==> config.mk <==
export PLATFORM = sky130hd
export DESIGN_NAME = fp32_mant_sum_pipe_flat
export DESIGN_NICKNAME = d
export VERILOG_FILES = /design/src/rtl/fp32_mant_sum_pipe_pkg.sv /design/src/rtl/fp32_mant_sum_pipe_if.sv /design/src/rtl/fp32_signed_pair_add.sv /design/src/rtl/fp32_mant_sum_pipe.sv /design/src/flat_wrapper.sv
export SDC_FILE = /design/constraint.sdc
export NUM_CORES = 1
export LEC_CHECK = 0
export ABC_AREA = 1
export CORE_ASPECT_RATIO = 1.2
export CORE_MARGIN = 2
export CORE_UTILIZATION = 40
export CTS_CLUSTER_DIAMETER = 40
export CTS_CLUSTER_SIZE = 12
export DETAILED_ROUTE_END_ITERATION = 8
export SLEW_MARGIN = 0
export SYNTH_ARGS = -nofsm -noshare
export SYNTH_HDL_FRONTEND = slang
export SYNTH_HIERARCHICAL = 1
export SYNTH_SLANG_ARGS = --single-unit
==> constraint.sdc <==
create_clock -name clk -period 5.8 [get_ports clk]
set_input_delay 1.74 -clock clk [delete_from_list [all_inputs] [get_ports clk]]
set_output_delay 1.74 -clock clk [all_outputs]
set_load 0.005 [all_outputs]
==> src/rtl/fp32_mant_sum_pipe_pkg.sv <==
// Shared widths, result class encoding and stage metadata for the
// FP32 8-input mantissa sum pipeline.
package fp32_mant_sum_pipe_pkg;

  localparam int NUM_INPUTS = 8;
  localparam int MANT_W     = 27;
  localparam int EXP_W      = 8;
  localparam int LVLS       = $clog2(NUM_INPUTS);
  localparam int OP_W       = MANT_W + 1;
  localparam int SUM_W      = MANT_W + LVLS;
  localparam int SUM_SW     = SUM_W + 1;

  typedef enum logic [1:0] {
    CLS_NUM = 2'd0,
    CLS_INF = 2'd1,
    CLS_NAN = 2'd2
  } cls_e;

  typedef struct packed {
    logic [EXP_W-1:0] exp;
    cls_e             cls;
    logic             inf_neg;
    logic             all_neg;
  } meta_t;

  function automatic logic [OP_W-1:0] to_op(
    input logic              s,
    input logic [MANT_W-1:0] m
  );
    logic [OP_W-1:0] v;
    v = {1'b0, m};
    return s ? -v : v;
  endfunction

endpackage

==> src/rtl/fp32_mant_sum_pipe_if.sv <==
// Valid/ready bundle between aligner, sum stage and normalizer.
// slave: sum stage side; master: producer/consumer side.
interface fp32_mant_sum_pipe_if;
  import fp32_mant_sum_pipe_pkg::*;

  logic                         in_valid;
  logic                         in_ready;
  logic [NUM_INPUTS-1:0]        in_signs;
  logic [EXP_W-1:0]             in_max_exponent;
  logic [NUM_INPUTS*MANT_W-1:0] in_mantissas_flat;
  logic [NUM_INPUTS-1:0]        in_is_infs;
  logic [NUM_INPUTS-1:0]        in_is_nans;
  logic                         out_valid;
  logic                         out_ready;
  logic                         out_sign;
  logic [EXP_W-1:0]             out_exponent;
  logic [SUM_W-1:0]             out_mag;
  logic                         out_is_zero;
  logic                         out_is_inf;
  logic                         out_is_nan;

  modport slave (
    input  in_valid, in_signs, in_max_exponent,
    input  in_mantissas_flat, in_is_infs, in_is_nans,
    output in_ready,
    output out_valid, out_sign, out_exponent, out_mag,
    output out_is_zero, out_is_inf, out_is_nan,
    input  out_ready
  );

  modport master (
    output in_valid, in_signs, in_max_exponent,
    output in_mantissas_flat, in_is_infs, in_is_nans,
    input  in_ready,
    input  out_valid, out_sign, out_exponent, out_mag,
    input  out_is_zero, out_is_inf, out_is_nan,
    output out_ready
  );

endinterface

==> src/rtl/fp32_signed_pair_add.sv <==
// Combinational signed adder: sign-extends two W-bit operands.
// Ports: i_a, i_b (W bits, signed) -> o_sum (W+1 bits, signed).
module fp32_signed_pair_add #(
  parameter int W = 28
) (
  input  logic [W-1:0] i_a,
  input  logic [W-1:0] i_b,
  output logic [W:0]   o_sum
);

  assign o_sum = {i_a[W-1], i_a} + {i_b[W-1], i_b};

endmodule

==> src/rtl/fp32_mant_sum_pipe.sv <==
// Sums 8 aligned signed mantissas into sign/magnitude with class flags.
// Ports: clk, rst (sync, active-high), bus (fp32_mant_sum_pipe_if.slave).
// Option FP32_SUM_MID_REG_EN: register between tree levels 2 and 3.
module fp32_mant_sum_pipe
  import fp32_mant_sum_pipe_pkg::*;
(
  input logic                 clk,
  input logic                 rst,
  fp32_mant_sum_pipe_if.slave bus
);

  logic              w_adv;
  logic              r_out_valid;
  logic [OP_W-1:0]   w_op [NUM_INPUTS];
  logic [OP_W:0]     w_l1 [4];
  logic [OP_W:0]     r1_l1 [4];
  logic              r1_valid;
  meta_t             r1_meta;
  meta_t             w_meta;
  logic              w_pinf;
  logic              w_ninf;
  logic [SUM_W-1:0]  w_l2 [2];
  logic [SUM_W-1:0]  w_l3_a;
  logic [SUM_W-1:0]  w_l3_b;
  logic [SUM_SW-1:0] w_l3;
  logic              w_s2_valid;
  meta_t             w_s2_meta;

  // Single stall point: every stage advances together.
  assign w_adv        = !r_out_valid || bus.out_ready;
  assign bus.in_ready = w_adv;

  for (genvar i = 0; i < NUM_INPUTS; i++) begin : g_op
    assign w_op[i] = to_op(bus.in_signs[i],
      bus.in_mantissas_flat[i*MANT_W +: MANT_W]);
  end

  for (genvar i = 0; i < 4; i++) begin : g_l1
    fp32_signed_pair_add #(.W(OP_W)) u_add (
      .i_a  (w_op[2*i]),
      .i_b  (w_op[2*i+1]),
      .o_sum(w_l1[i])
    );
  end

  assign w_pinf = |(bus.in_is_infs & ~bus.in_signs);
  assign w_ninf = |(bus.in_is_infs & bus.in_signs);

  always_comb begin
    w_meta.exp     = bus.in_max_exponent;
    w_meta.cls     = CLS_NUM;
    w_meta.inf_neg = w_ninf;
    w_meta.all_neg = &bus.in_signs;
    if (|bus.in_is_nans || (w_pinf && w_ninf)) begin
      w_meta.cls = CLS_NAN;
    end else if (w_pinf || w_ninf) begin
      w_meta.cls = CLS_INF;
    end
  end

  always_ff @(posedge clk) begin
    if (rst) begin
      r1_valid <= 1'b0;
      r1_meta  <= '0;
      for (int i = 0; i < 4; i++) r1_l1[i] <= '0;
    end else if (w_adv) begin
      r1_valid <= bus.in_valid;
      r1_meta  <= w_meta;
      for (int i = 0; i < 4; i++) r1_l1[i] <= w_l1[i];
    end
  end

  for (genvar i = 0; i < 2; i++) begin : g_l2
    fp32_signed_pair_add #(.W(OP_W+1)) u_add (
      .i_a  (r1_l1[2*i]),
      .i_b  (r1_l1[2*i+1]),
      .o_sum(w_l2[i])
    );
  end

`ifdef FP32_SUM_MID_REG_EN
  logic             r2_valid;
  meta_t            r2_meta;
  logic [SUM_W-1:0] r2_l2a;
  logic [SUM_W-1:0] r2_l2b;

  always_ff @(posedge clk) begin
    if (rst) begin
      r2_valid <= 1'b0;
      r2_meta  <= '0;
      r2_l2a   <= '0;
      r2_l2b   <= '0;
    end else if (w_adv) begin
      r2_valid <= r1_valid;
      r2_meta  <= r1_meta;
      r2_l2a   <= w_l2[0];
      r2_l2b   <= w_l2[1];
    end
  end

  assign w_l3_a     = r2_l2a;
  assign w_l3_b     = r2_l2b;
  assign w_s2_valid = r2_valid;
  assign w_s2_meta  = r2_meta;
`else
  assign w_l3_a     = w_l2[0];
  assign w_l3_b     = w_l2[1];
  assign w_s2_valid = r1_valid;
  assign w_s2_meta  = r1_meta;
`endif

  fp32_signed_pair_add #(.W(SUM_W)) u_l3 (
    .i_a  (w_l3_a),
    .i_b  (w_l3_b),
    .o_sum(w_l3)
  );

  logic             w_o_sign;
  logic [EXP_W-1:0] w_o_exp;
  logic [SUM_W-1:0] w_o_mag;
  logic             w_o_zero;
  logic             w_o_inf;
  logic             w_o_nan;

  // |sum| < 2^30 always, so dropping the top bit of abs is lossless.
  always_comb begin
    w_o_sign = w_l3[SUM_SW-1];
    w_o_exp  = w_s2_meta.exp;
    w_o_mag  = w_l3[SUM_SW-1] ? SUM_W'(-w_l3) : w_l3[SUM_W-1:0];
    w_o_zero = 1'b0;
    w_o_inf  = 1'b0;
    w_o_nan  = 1'b0;
    unique case (w_s2_meta.cls)
      CLS_NAN: begin
        w_o_sign = 1'b0;
        w_o_exp  = '1;
        w_o_mag  = '0;
        w_o_nan  = 1'b1;
      end
      CLS_INF: begin
        w_o_sign = w_s2_meta.inf_neg;
        w_o_exp  = '1;
        w_o_mag  = '0;
        w_o_inf  = 1'b1;
      end
      default: begin
        if (w_l3 == '0) begin
          w_o_zero = 1'b1;
          w_o_sign = w_s2_meta.all_neg;
        end
      end
    endcase
  end

  logic             r_sign;
  logic [EXP_W-1:0] r_exp;
  logic [SUM_W-1:0] r_mag;
  logic             r_zero;
  logic             r_inf;
  logic             r_nan;

  always_ff @(posedge clk) begin
    if (rst) begin
      r_out_valid <= 1'b0;
      r_sign      <= 1'b0;
      r_exp       <= '0;
      r_mag       <= '0;
      r_zero      <= 1'b0;
      r_inf       <= 1'b0;
      r_nan       <= 1'b0;
    end else if (w_adv) begin
      r_out_valid <= w_s2_valid;
      r_sign      <= w_o_sign;
      r_exp       <= w_o_exp;
      r_mag       <= w_o_mag;
      r_zero      <= w_o_zero;
      r_inf       <= w_o_inf;
      r_nan       <= w_o_nan;
    end
  end

  assign bus.out_valid    = r_out_valid;
  assign bus.out_sign     = r_sign;
  assign bus.out_exponent = r_exp;
  assign bus.out_mag      = r_mag;
  assign bus.out_is_zero  = r_zero;
  assign bus.out_is_inf   = r_inf;
  assign bus.out_is_nan   = r_nan;

endmodule

==> src/flat_wrapper.sv <==
// flat-port wrapper written by rule: the top's interface ports become plain ports
module fp32_mant_sum_pipe_flat import fp32_mant_sum_pipe_pkg::*;
  (clk, rst, bus_in_valid, bus_in_signs, bus_in_max_exponent, bus_in_mantissas_flat, bus_in_is_infs, bus_in_is_nans, bus_in_ready, bus_out_valid, bus_out_sign, bus_out_exponent, bus_out_mag, bus_out_is_zero, bus_out_is_inf, bus_out_is_nan, bus_out_ready);
  fp32_mant_sum_pipe_if bus_i ();
  input logic clk;
  input logic rst;
  input wire logic [$bits(bus_i.in_valid)-1:0] bus_in_valid;
  input wire logic [$bits(bus_i.in_signs)-1:0] bus_in_signs;
  input wire logic [$bits(bus_i.in_max_exponent)-1:0] bus_in_max_exponent;
  input wire logic [$bits(bus_i.in_mantissas_flat)-1:0] bus_in_mantissas_flat;
  input wire logic [$bits(bus_i.in_is_infs)-1:0] bus_in_is_infs;
  input wire logic [$bits(bus_i.in_is_nans)-1:0] bus_in_is_nans;
  output wire logic [$bits(bus_i.in_ready)-1:0] bus_in_ready;
  output wire logic [$bits(bus_i.out_valid)-1:0] bus_out_valid;
  output wire logic [$bits(bus_i.out_sign)-1:0] bus_out_sign;
  output wire logic [$bits(bus_i.out_exponent)-1:0] bus_out_exponent;
  output wire logic [$bits(bus_i.out_mag)-1:0] bus_out_mag;
  output wire logic [$bits(bus_i.out_is_zero)-1:0] bus_out_is_zero;
  output wire logic [$bits(bus_i.out_is_inf)-1:0] bus_out_is_inf;
  output wire logic [$bits(bus_i.out_is_nan)-1:0] bus_out_is_nan;
  input wire logic [$bits(bus_i.out_ready)-1:0] bus_out_ready;
  assign bus_i.in_valid = bus_in_valid;
  assign bus_i.in_signs = bus_in_signs;
  assign bus_i.in_max_exponent = bus_in_max_exponent;
  assign bus_i.in_mantissas_flat = bus_in_mantissas_flat;
  assign bus_i.in_is_infs = bus_in_is_infs;
  assign bus_i.in_is_nans = bus_in_is_nans;
  assign bus_in_ready = bus_i.in_ready;
  assign bus_out_valid = bus_i.out_valid;
  assign bus_out_sign = bus_i.out_sign;
  assign bus_out_exponent = bus_i.out_exponent;
  assign bus_out_mag = bus_i.out_mag;
  assign bus_out_is_zero = bus_i.out_is_zero;
  assign bus_out_is_inf = bus_i.out_is_inf;
  assign bus_out_is_nan = bus_i.out_is_nan;
  assign bus_i.out_ready = bus_out_ready;
  fp32_mant_sum_pipe u_core (.clk(clk), .rst(rst), .bus(bus_i));
endmodule
# Word level (Yosys, flattened, before mapping)
# Memories as Yosys holds them, arrays and structs flattened.
# Cells that the tools add are included.
dict set report word_totals {
  ramBits 116
  wordCells 77
  regBits 56
  out_inout_bits 44
  input_bits 252
  memories 1
}
# memory depth width read_ports rd_clocked_by_memory_dff wr line
set mem_list {}
lappend mem_list {u_core.r1_l1 4 29 4 0 4 fp32_mant_sum_pipe.sv:16} ;# logic [OP_W:0] r1_l1 [4];
dict set report op_classes {
  n_addsub 16
  n_bitwise 7
  mux 28
  reduce_logical 11
  n_eq_ne 2
}
# op n
set ops {}
lappend ops {{$mux 28} 8}
lappend ops {{$neg 27->28} 8}
lappend ops {{$add 28x28->29} 4}
lappend ops {{$mux 29} 4}
lappend ops {{$add 29x29->30} 2}
lappend ops {{$mux 30} 2}
lappend ops {{$add 30x30->31} 1}
lappend ops {{$logic_not 31->1} 1}
lappend ops {{$neg 30->30} 1}
lappend ops {{$reduce_or 8->1} 3}
lappend ops {{$and 8x8->8} 2}
lappend ops {{$mux 1} 11}
lappend ops {{$mux 8} 1}
lappend ops {{$not 8->8} 1}
lappend ops {{$reduce_and 8->1} 1}
lappend ops {{$or 1x1->1} 4}
lappend ops {{$logic_or 1x1->1} 3}
lappend ops {{$eq 2x1->1 const B} 1}
lappend ops {{$eq 2x2->1 const B} 1}
lappend ops {{$mux 2} 1}
lappend ops {{$pmux 1 s2} 1}
lappend ops {{$reduce_or 2->1} 1}
lappend ops {{$logic_and 1x1->1} 1}
lappend ops {{$logic_not 1->1} 1}

# Longest topological paths before layout
# Gate-level depths: netlist of the first run.
dict set report logic_depth {
  depth_word 6
  mapped_depth 34
  ltp_nobuf 33
}

# Hierarchy
# Netlist of the first run, hierarchy kept.
# mod area_each_um2 n_inst seq_area_each_um2 cells_per_inst
set modules_own_cells {}
lappend modules_own_cells {fp32_mant_sum_pipe 13156.4 1 4604.4 1925}
lappend modules_own_cells {{fp32_signed_pair_add (u_core.g_l1[0].u_add ...)} 2152.1 4 0.0 439}
lappend modules_own_cells {{fp32_signed_pair_add (u_core.g_l2[0].u_add ...)} 2222.1 2 0.0 444}
lappend modules_own_cells {{fp32_signed_pair_add (u_core.u_l3)} 2250.9 1 0.0 461}

# Least setup slack after synthesis of the first run
# Ideal clock, no wire load.
dict set report synth_path {
  kind {in2reg}
  startpoint {in bus_out_ready}
  endpoint {mem u_core/r1_l1[0][0] (netlist name), enable pin}
  path_buffers 0
  t_arrival_ns 4.262
  stages 4
  slack_ns 1.066
  setup_time_ns 0.472
  path_cell_list {nor2_1 -> inv_1 -> nor2_2 -> inv_1}
}
# element line
set synth_lines {}
lappend synth_lines {{start: declaration} flat_wrapper.sv:21} ;# input wire logic [$bits(bus_i.out_ready)-1:0] bus_out_ready;
lappend synth_lines {{end: declaration} fp32_mant_sum_pipe.sv:16}

==> results of run 1 <==
[worst max-delay path, delay by kind of cell]
family	cells	cell delay, ns
simple gates	17	1.95
fa+ha+maj	2	0.64
buf+inv	3	0.58
[registers in the layout, indices dropped and copies added (netlist names)]
name / count
u_core/bus.out_exponent: 8
u_core/r1_valid: 1
u_core/bus.out_sign: 1
u_core/r1_l1: 116
u_core/r1_meta: 12
u_core/bus.out_is_zero: 1
u_core/bus.out_is_nan: 1
u_core/bus.out_mag: 30
u_core/bus.out_is_inf: 1
u_core/bus.out_valid: 1
[power by group]
part | total [mW] | switching [mW] | internal [mW] | leakage, nW
registers | 1.77 | 0.149 | 1.62 | 1.80
logic | 8.28 | 5.54 | 2.74 | 16.7
clock network | 1.22 | 0.553 | 0.664 | 0.297
total | 11.3 | 6.24 | 5.02 | 18.8
[per-stage QoR]
step                      cell area (um^2)  power (mW)  utilization [%]  hold slack, ns  setup WS (ns)
after floorplan                      28500        7.64                -           0.430           1.07
after global placement               32500        10.0             46.0           0.428          0.672
after detailed placement             32500        10.1             46.0           0.437          0.628
after CTS                            33100        11.3             46.9           0.452           1.12
after global routing                 33100        12.4             46.9           0.472          0.594
final                                33100        11.3             46.9           0.450           1.09
[cell usage after synthesis (all sizes together) (2+ instances only)]
library cell / count / area share, %
a21oi: 150 / 2.7
xnor2: 30 / 0.92
buf: 33 / 0.59
nand4: 57 / 1.3
o21bai: 23 / 0.70
o22ai: 4 / 0.088
o31ai: 12 / 0.33
o21ai: 105 / 1.9
o21a: 4 / 0.11
dfxtp: 56 / 3.9
or3: 2 / 0.044
a31oi: 11 / 0.24
nor2: 641 / 9.4
or2: 9 / 0.22
nand3: 340 / 6.8
xor2: 225 / 7.0
fa: 7 / 0.49
nand3b: 20 / 0.53
nor4: 6 / 0.18
nand2: 1892 / 26
a21o: 7 / 0.18
clkbuf: 17 / 0.22
edfxtp: 116 / 12
inv: 993 / 13
ha: 211 / 9.3
a22o: 14 / 0.43
nor3: 41 / 1.0
[routing by layer]
layer  up-vias  global-route usage [%]  routed length [um]
li1      16000                       -                   -
met1     13100                    30.6               40500
met2       495                    43.3               42900
met3        94                    1.86                2710
met4         0                    7.19                2480
met5         -                       0                   0
[cells in the final DEF, fill, tap and decap left out, types with 3 or more instances in the layout]
cell type and n:
nand2_1 1782, inv_2 17, a21oi_1 145, nand3_2 47
nor2_1 566, fa_1 7, a31oi_1 11, ha_1 211
o31ai_1 11, or2_1 7, inv_6 5, nand4_1 56
nor2_4 16, edfxtp_1 116, xor2_1 223, nor2_2 59
nor3_1 24, o21bai_1 18, o21ai_0 78, inv_1 974
clkdlybuf4s50_1 295, clkbuf_16 17, buf_12 3, xnor2_1 30
nor3_2 16, o21ai_1 24, dfxtp_1 56, o22ai_1 4
a21o_1 7, o21bai_2 4, nor4_1 5, inv_8 3
a21oi_2 5, nand3_1 292, o21a_1 4, a22o_1 14
o21ai_2 3, nand3b_1 20, buf_4 13, nand2_2 108
[final timing paths]
kind / start / endpoint / slack (ns) / cells after the start
setup / recovery: bus_in_mantissas_flat[54] / u_core/r1_l1[1][24] / 1.09 / 22
hold / removal: u_core/bus.out_exponent[7] / u_core/bus.out_exponent[7] / 0.45 / 2
setup reg to reg: u_core/r1_l1[3][0] / u_core/bus.out_sign / 1.10 / 30
hold reg to reg: u_core/bus.out_exponent[7] / u_core/bus.out_exponent[7] / 0.45 / 2
[cells by family (layout without fill, tap and decap cells)]
kind of cell,count (synthesis),after routing
and+or+nand+nor,3009,3009
buffers and inverters,1044,1337
adders and majority gates,218,218
AOI/OAI and AO/OA,332,332
xor gates and xnor gates,255,255
DFF,172,172
[layout make-up]
type / instances / area (um^2)
clock inverters: 14 / 175
fillers: 7885 / 37600
clock buffers: 18 / 439
inverters: 994 / 3730
repair buffers: 311 / 3110
well taps: 926 / 1160
multi-input cells: 3814 / 19900
flip-flops and latches: 172 / 4600
==> impl_metrics.py, run 1 <==
metrics = {
    "outcome": {
        "status": "finished clean",
    },
    "global_routing": {
        "antenna_found_initial": 0,
        "grt.total_usage_pct": 24.1,
        "grt_pass1_wl_mm": 141,
        "grt_pass1_vias": 28100,
        "grt_overflow": 0,
        "grt_max_degree": 93,
    },
    "cells_and_area": {
        "diodes": 0,
        "nets": 5780,
        "layoutNonFillerInstCount": 6249,
        "drive_gt1_share_pct": 6.33,
        "syn_to_final_growth_pct": 16.4,
    },
    "power": {
        "leakage_nw": 18.8,
        "ir_drop_mv": 0.247,
        "powerDensity_mw_per_mm2": 340,
    },
    "synth": {
        "synth_warnings": 6,
        "synth-simple-area-share_pct": 45.5,
        "syn_area_mm2": 0.0285,
        "synth.avg_cell_area_um2": 5.66,
        "yosysUniqueCellTypes": 52,
        "synth_seq_cells": 172,
        "ys_seq_area_share_pct": 16.2,
        "synthAdderAreaFrac_pct": 9.77,
        "synth_edf_count": 116,
        "synth_fp_nets": 5500,
        "synth_top_family_by_area": "simple AND/OR/NAND/NOR gates",
        "async_reset_ff_share_pct": 0,
        "synth_compound_area_share_pct": 6.73,
        "synth-xor-area-share_pct": 7.90,
        "syn_inst": 5030,
        "ys.flop_type": "edfxtp_1",
        "muxShareOfSynthArea_pct": 0,
    },
    "clocking": {
        "ctsLongestPathBuffers": 2,
        "h-tree-depth": 4,
        "root_buffer": "clkbuf_16",
        "cts_tree": "done",
        "cts_setup_buffers": 0,
        "clock-sinks": 172,
        "holdBufCountCts": 0,
        "numCtsBuffers": 17,
        "clk_latency_ns": 0.47,
        "cts_resized": 0,
        "path_clk_slew_ns": 0.07,
    },
    "timing": {
        "relSlewSlack_pct": 44.1,
        "finalSetupViolations": 0,
        "setup_tns_ns": 0,
        "skew_ns": 0.0151,
        "tightestPinTransition_ns": 0.835,
        "timing.final.crit_share_pct": 81.2,
        "finalMaxSlewViolations": 0,
        "finalCriticalPeriod_ns": 4.71,
        "rsz0062_at_grt": "no",
        "fmax_ghz": 0.212,
        "hold_violations": 0,
    },
    "drt": {
        "viasPerCell": 4.74,
        "ant_nets": 0,
        "drcViolationCount": 0,
        "totalWireLength_mm": 88.6,
        "drt_iter0_drc": 1577,
        "via_count": 29600,
        "drt_pass1_iterations": 6,
        "wl_per_cell_um": 14.2,
    },
    "worst_setup_path": {
        "worstSetupEndpointType": "flip-flop",
        "critPathMaxStageDelay_ns": 0.43,
        "arrival_ns": 4.92,
        "start_kind": "input pin",
        "critical_path_required_ns": 6.01,
        "crit_top_cell": "nand2_1",
        "crit_chain": "clkdlybuf4s50_1, inv_1, ha_1, nand3_1, nor2_1, nand3_2, nor2_4, nand2_2, nand2_4, nand2_1, nand2_1, nand2_1, ha_1, nand2_1, nor2_1, nand2_1, nor2_1, nand2_1, nand4_1, nand2_1, inv_1, nor2_1",
        "slowest_stage": "clkdlybuf4s50_1",
        "crit_fanout": 5,
        "worstSetupPathType": "input pin to flip-flop",
    },
    "floorplanning": {
        "rows": 107,
        "die-area_mm2": 0.0733,
        "io-pin-count": 296,
        "start_util_pct": 40.3,
        "core_mm2": 0.0707,
        "die_w_um": 247,
        "dieHeight_um": 296,
    },
    "place": {
        "portBuffers": 295,
        "finalWeightedCongestion": 0.940,
        "dp_hpwl_mm": 77.7,
        "place_inst": 6217,
    },
    "flow_run": {
        "maxCapViolCount": 0,
    },
    "hold_path": {
        "hold_class": "flip-flop to flip-flop",
    },
}
No activity file was read; power rests on OpenSTA's default activity.
==> inputs of run 2 (changes only) <==
==> constraint.sdc (replaced) <==
create_clock -name clk -period 4.2 [get_ports clk]
set_input_delay 1.26 -clock clk [delete_from_list [all_inputs] [get_ports clk]]
set_output_delay 1.26 -clock clk [all_outputs]
set_load 0.005 [all_outputs]
==> impl_metrics.py, run 2 (synthesis gave the netlist of run 1 again) <==
metrics = {
    "outcome": {
        "status": "finished clean",
    },
    "clocking": {
        "path_clk_slew_ns": 0.07,
        "clk_latency_ns": 0.47,
        "h-tree-depth": 4,
        "holdBufCountCts": 0,
        "cts_tree": "done",
        "clock-sinks": 172,
        "root_buffer": "clkbuf_16",
        "ctsLongestPathBuffers": 2,
        "numCtsBuffers": 17,
    },
    "worst_setup_path": {
        "worstSetupPathType": "input pin to flip-flop",
        "critical_path_required_ns": 4.43,
        "critPathMaxStageDelay_ns": 0.43,
        "crit_top_cell": "nand2_1",
        "reg2reg_from": "u_core/r1_l1[2][8]",
        "start_kind": "input pin",
        "slowest_stage": "clkdlybuf4s50_1",
        "crit_chain": "clkdlybuf4s50_1, inv_1, nand3_1, inv_1, nand3_1, nor2_1, nand2_1, nand2_2, nand2_1, xor2_1, ha_1, nand2_1, inv_1, a21oi_1, nand2_1, a21oi_1, nand2_1, nand2_1, nand2_1, inv_1, nor2_1",
        "crit_fanout": 6,
        "arrival_ns": 4.21,
        "worstSetupStartpoint": "bus_in_mantissas_flat[108]",
        "worstSetupEndpointType": "flip-flop",
    },
    "drt": {
        "drt_iter0_drc": 1543,
        "totalWireLength_mm": 92.4,
        "via_count": 31200,
        "ant_nets": 0,
        "viasPerCell": 4.70,
        "wl_per_cell_um": 13.9,
        "wl_met3_mm": 2.87,
        "drt-met1-wl_mm": 41.3,
        "drt_pass1_iterations": 5,
        "wl_met2_mm": 46.4,
        "dr.max_layer_used": "met4",
        "drcViolationCount": 0,
    },
    "timing": {
        "finalCriticalPeriod_ns": 3.98,
        "finalSetupViolations": 0,
        "fmax_ghz": 0.251,
        "tightestPinTransition_ns": 0.727,
        "timing.final.crit_share_pct": 94.8,
        "setup_tns_ns": 0,
        "skew_ns": 0.0197,
        "finalMaxSlewViolations": 0,
        "relSlewSlack_pct": 51.0,
        "hold_violations": 0,
    },
    "cells_and_area": {
        "drive_gt1_share_pct": 15.3,
        "diodes": 0,
        "layoutNonFillerInstCount": 6650,
        "syn_to_final_growth_pct": 29.3,
        "nets": 6181,
        "design_area_mm2": 0.0368,
        "top_register": "u_core/r1_l1",
        "fin_util_pct": 52.1,
        "final_cell_mix": "nand2_1 (1758), inv_1 (974), nor2_1 (534)",
        "largest_reg_flops": 116,
        "mostFrequentLayoutCell": "nand2_1",
    },
    "floorplanning": {
        "die_w_um": 247,
        "die-area_mm2": 0.0733,
        "core_mm2": 0.0707,
        "start_util_pct": 40.3,
        "rows": 107,
        "dieHeight_um": 296,
        "io-pin-count": 296,
    },
    "flow_run": {
        "maxCapViolCount": 0,
    },
    "place": {
        "portBuffers": 295,
        "place_inst": 6612,
        "dp_hpwl_mm": 81.4,
        "placed_area_mm2": 0.0355,
        "finalWeightedCongestion": 0.949,
    },
    "hold_path": {
        "hold_class": "flip-flop to flip-flop",
        "hp-start": "u_core/bus.out_exponent[6]",
    },
    "global_routing": {
        "antenna_found_initial": 0,
        "grt_pass1_vias": 30000,
        "grt.total_usage_pct": 25.2,
        "grt_pass1_wl_mm": 148,
        "grt_max_degree": 66,
        "grt_overflow": 0,
    },
    "power": {
        "powerDensity_mw_per_mm2": 471,
        "power_mw": 17.3,
        "leakage_nw": 20.7,
        "ir_drop_mv": 0.366,
    },
}
## run 2: critical path: cells and delay by family
family | cells | cell delay [ns]
and+or+nand+nor | 12 | 1.28
adders and majority gates | 1 | 0.37
xor gates and xnor gates | 1 | 0.18
AOI/OAI and AO/OA | 2 | 0.36
buffers and inverters | 5 | 0.76
## run 2: layout make-up
cell class / instances / area, um^2
Timing Repair Buffer: 712 / 6150
Inverter: 994 / 3740
Clock buffer: 19 / 433
Fill cell: 7587 / 33900
Multi-Input combinational cell: 3814 / 20500
Tap cell: 926 / 1160
Sequential cell: 172 / 4600
Clock inverter: 13 / 184
## run 2: worst paths after layout
check,end,slack [ns],cells after the start
setup / recovery,u_core/r1_l1[2][26],0.22,21
hold / removal,u_core/bus.out_exponent[6],0.45,2
setup reg to reg,u_core/bus.out_mag[25],0.28,21
hold reg to reg,u_core/bus.out_exponent[6],0.45,2
## run 2: per-layer routing
layer | vias to the layer above | global-route usage (%)
li1 | 16800 | -
met1 | 13800 | 31.2
met2 | 530 | 46.5
met3 | 92 | 2.29
met4 | 0 | 6.02
met5 | - | 0
## run 2: repair_timing
item                                    CTS  global route
endpoints found under the setup margin    0            51
resized for setup                         0           165
setup buffers                             0             6
## run 2: power breakdown
group	internal (mW)	switching [mW]	leakage, nW
registers	2.24	0.242	1.80
logic	4.97	8.21	18.6
clock network	0.952	0.721	0.295
total	8.16	9.17	20.7
## run 2: through the flow
stage	hold WS, ns	worst slack (ns)
final	0.447	0.216
after global routing	0.465	-0.00453
after CTS	0.451	0.0579
after detailed placement	0.433	-0.271
after global placement	0.435	-0.248
after floorplan	0.430	0.263
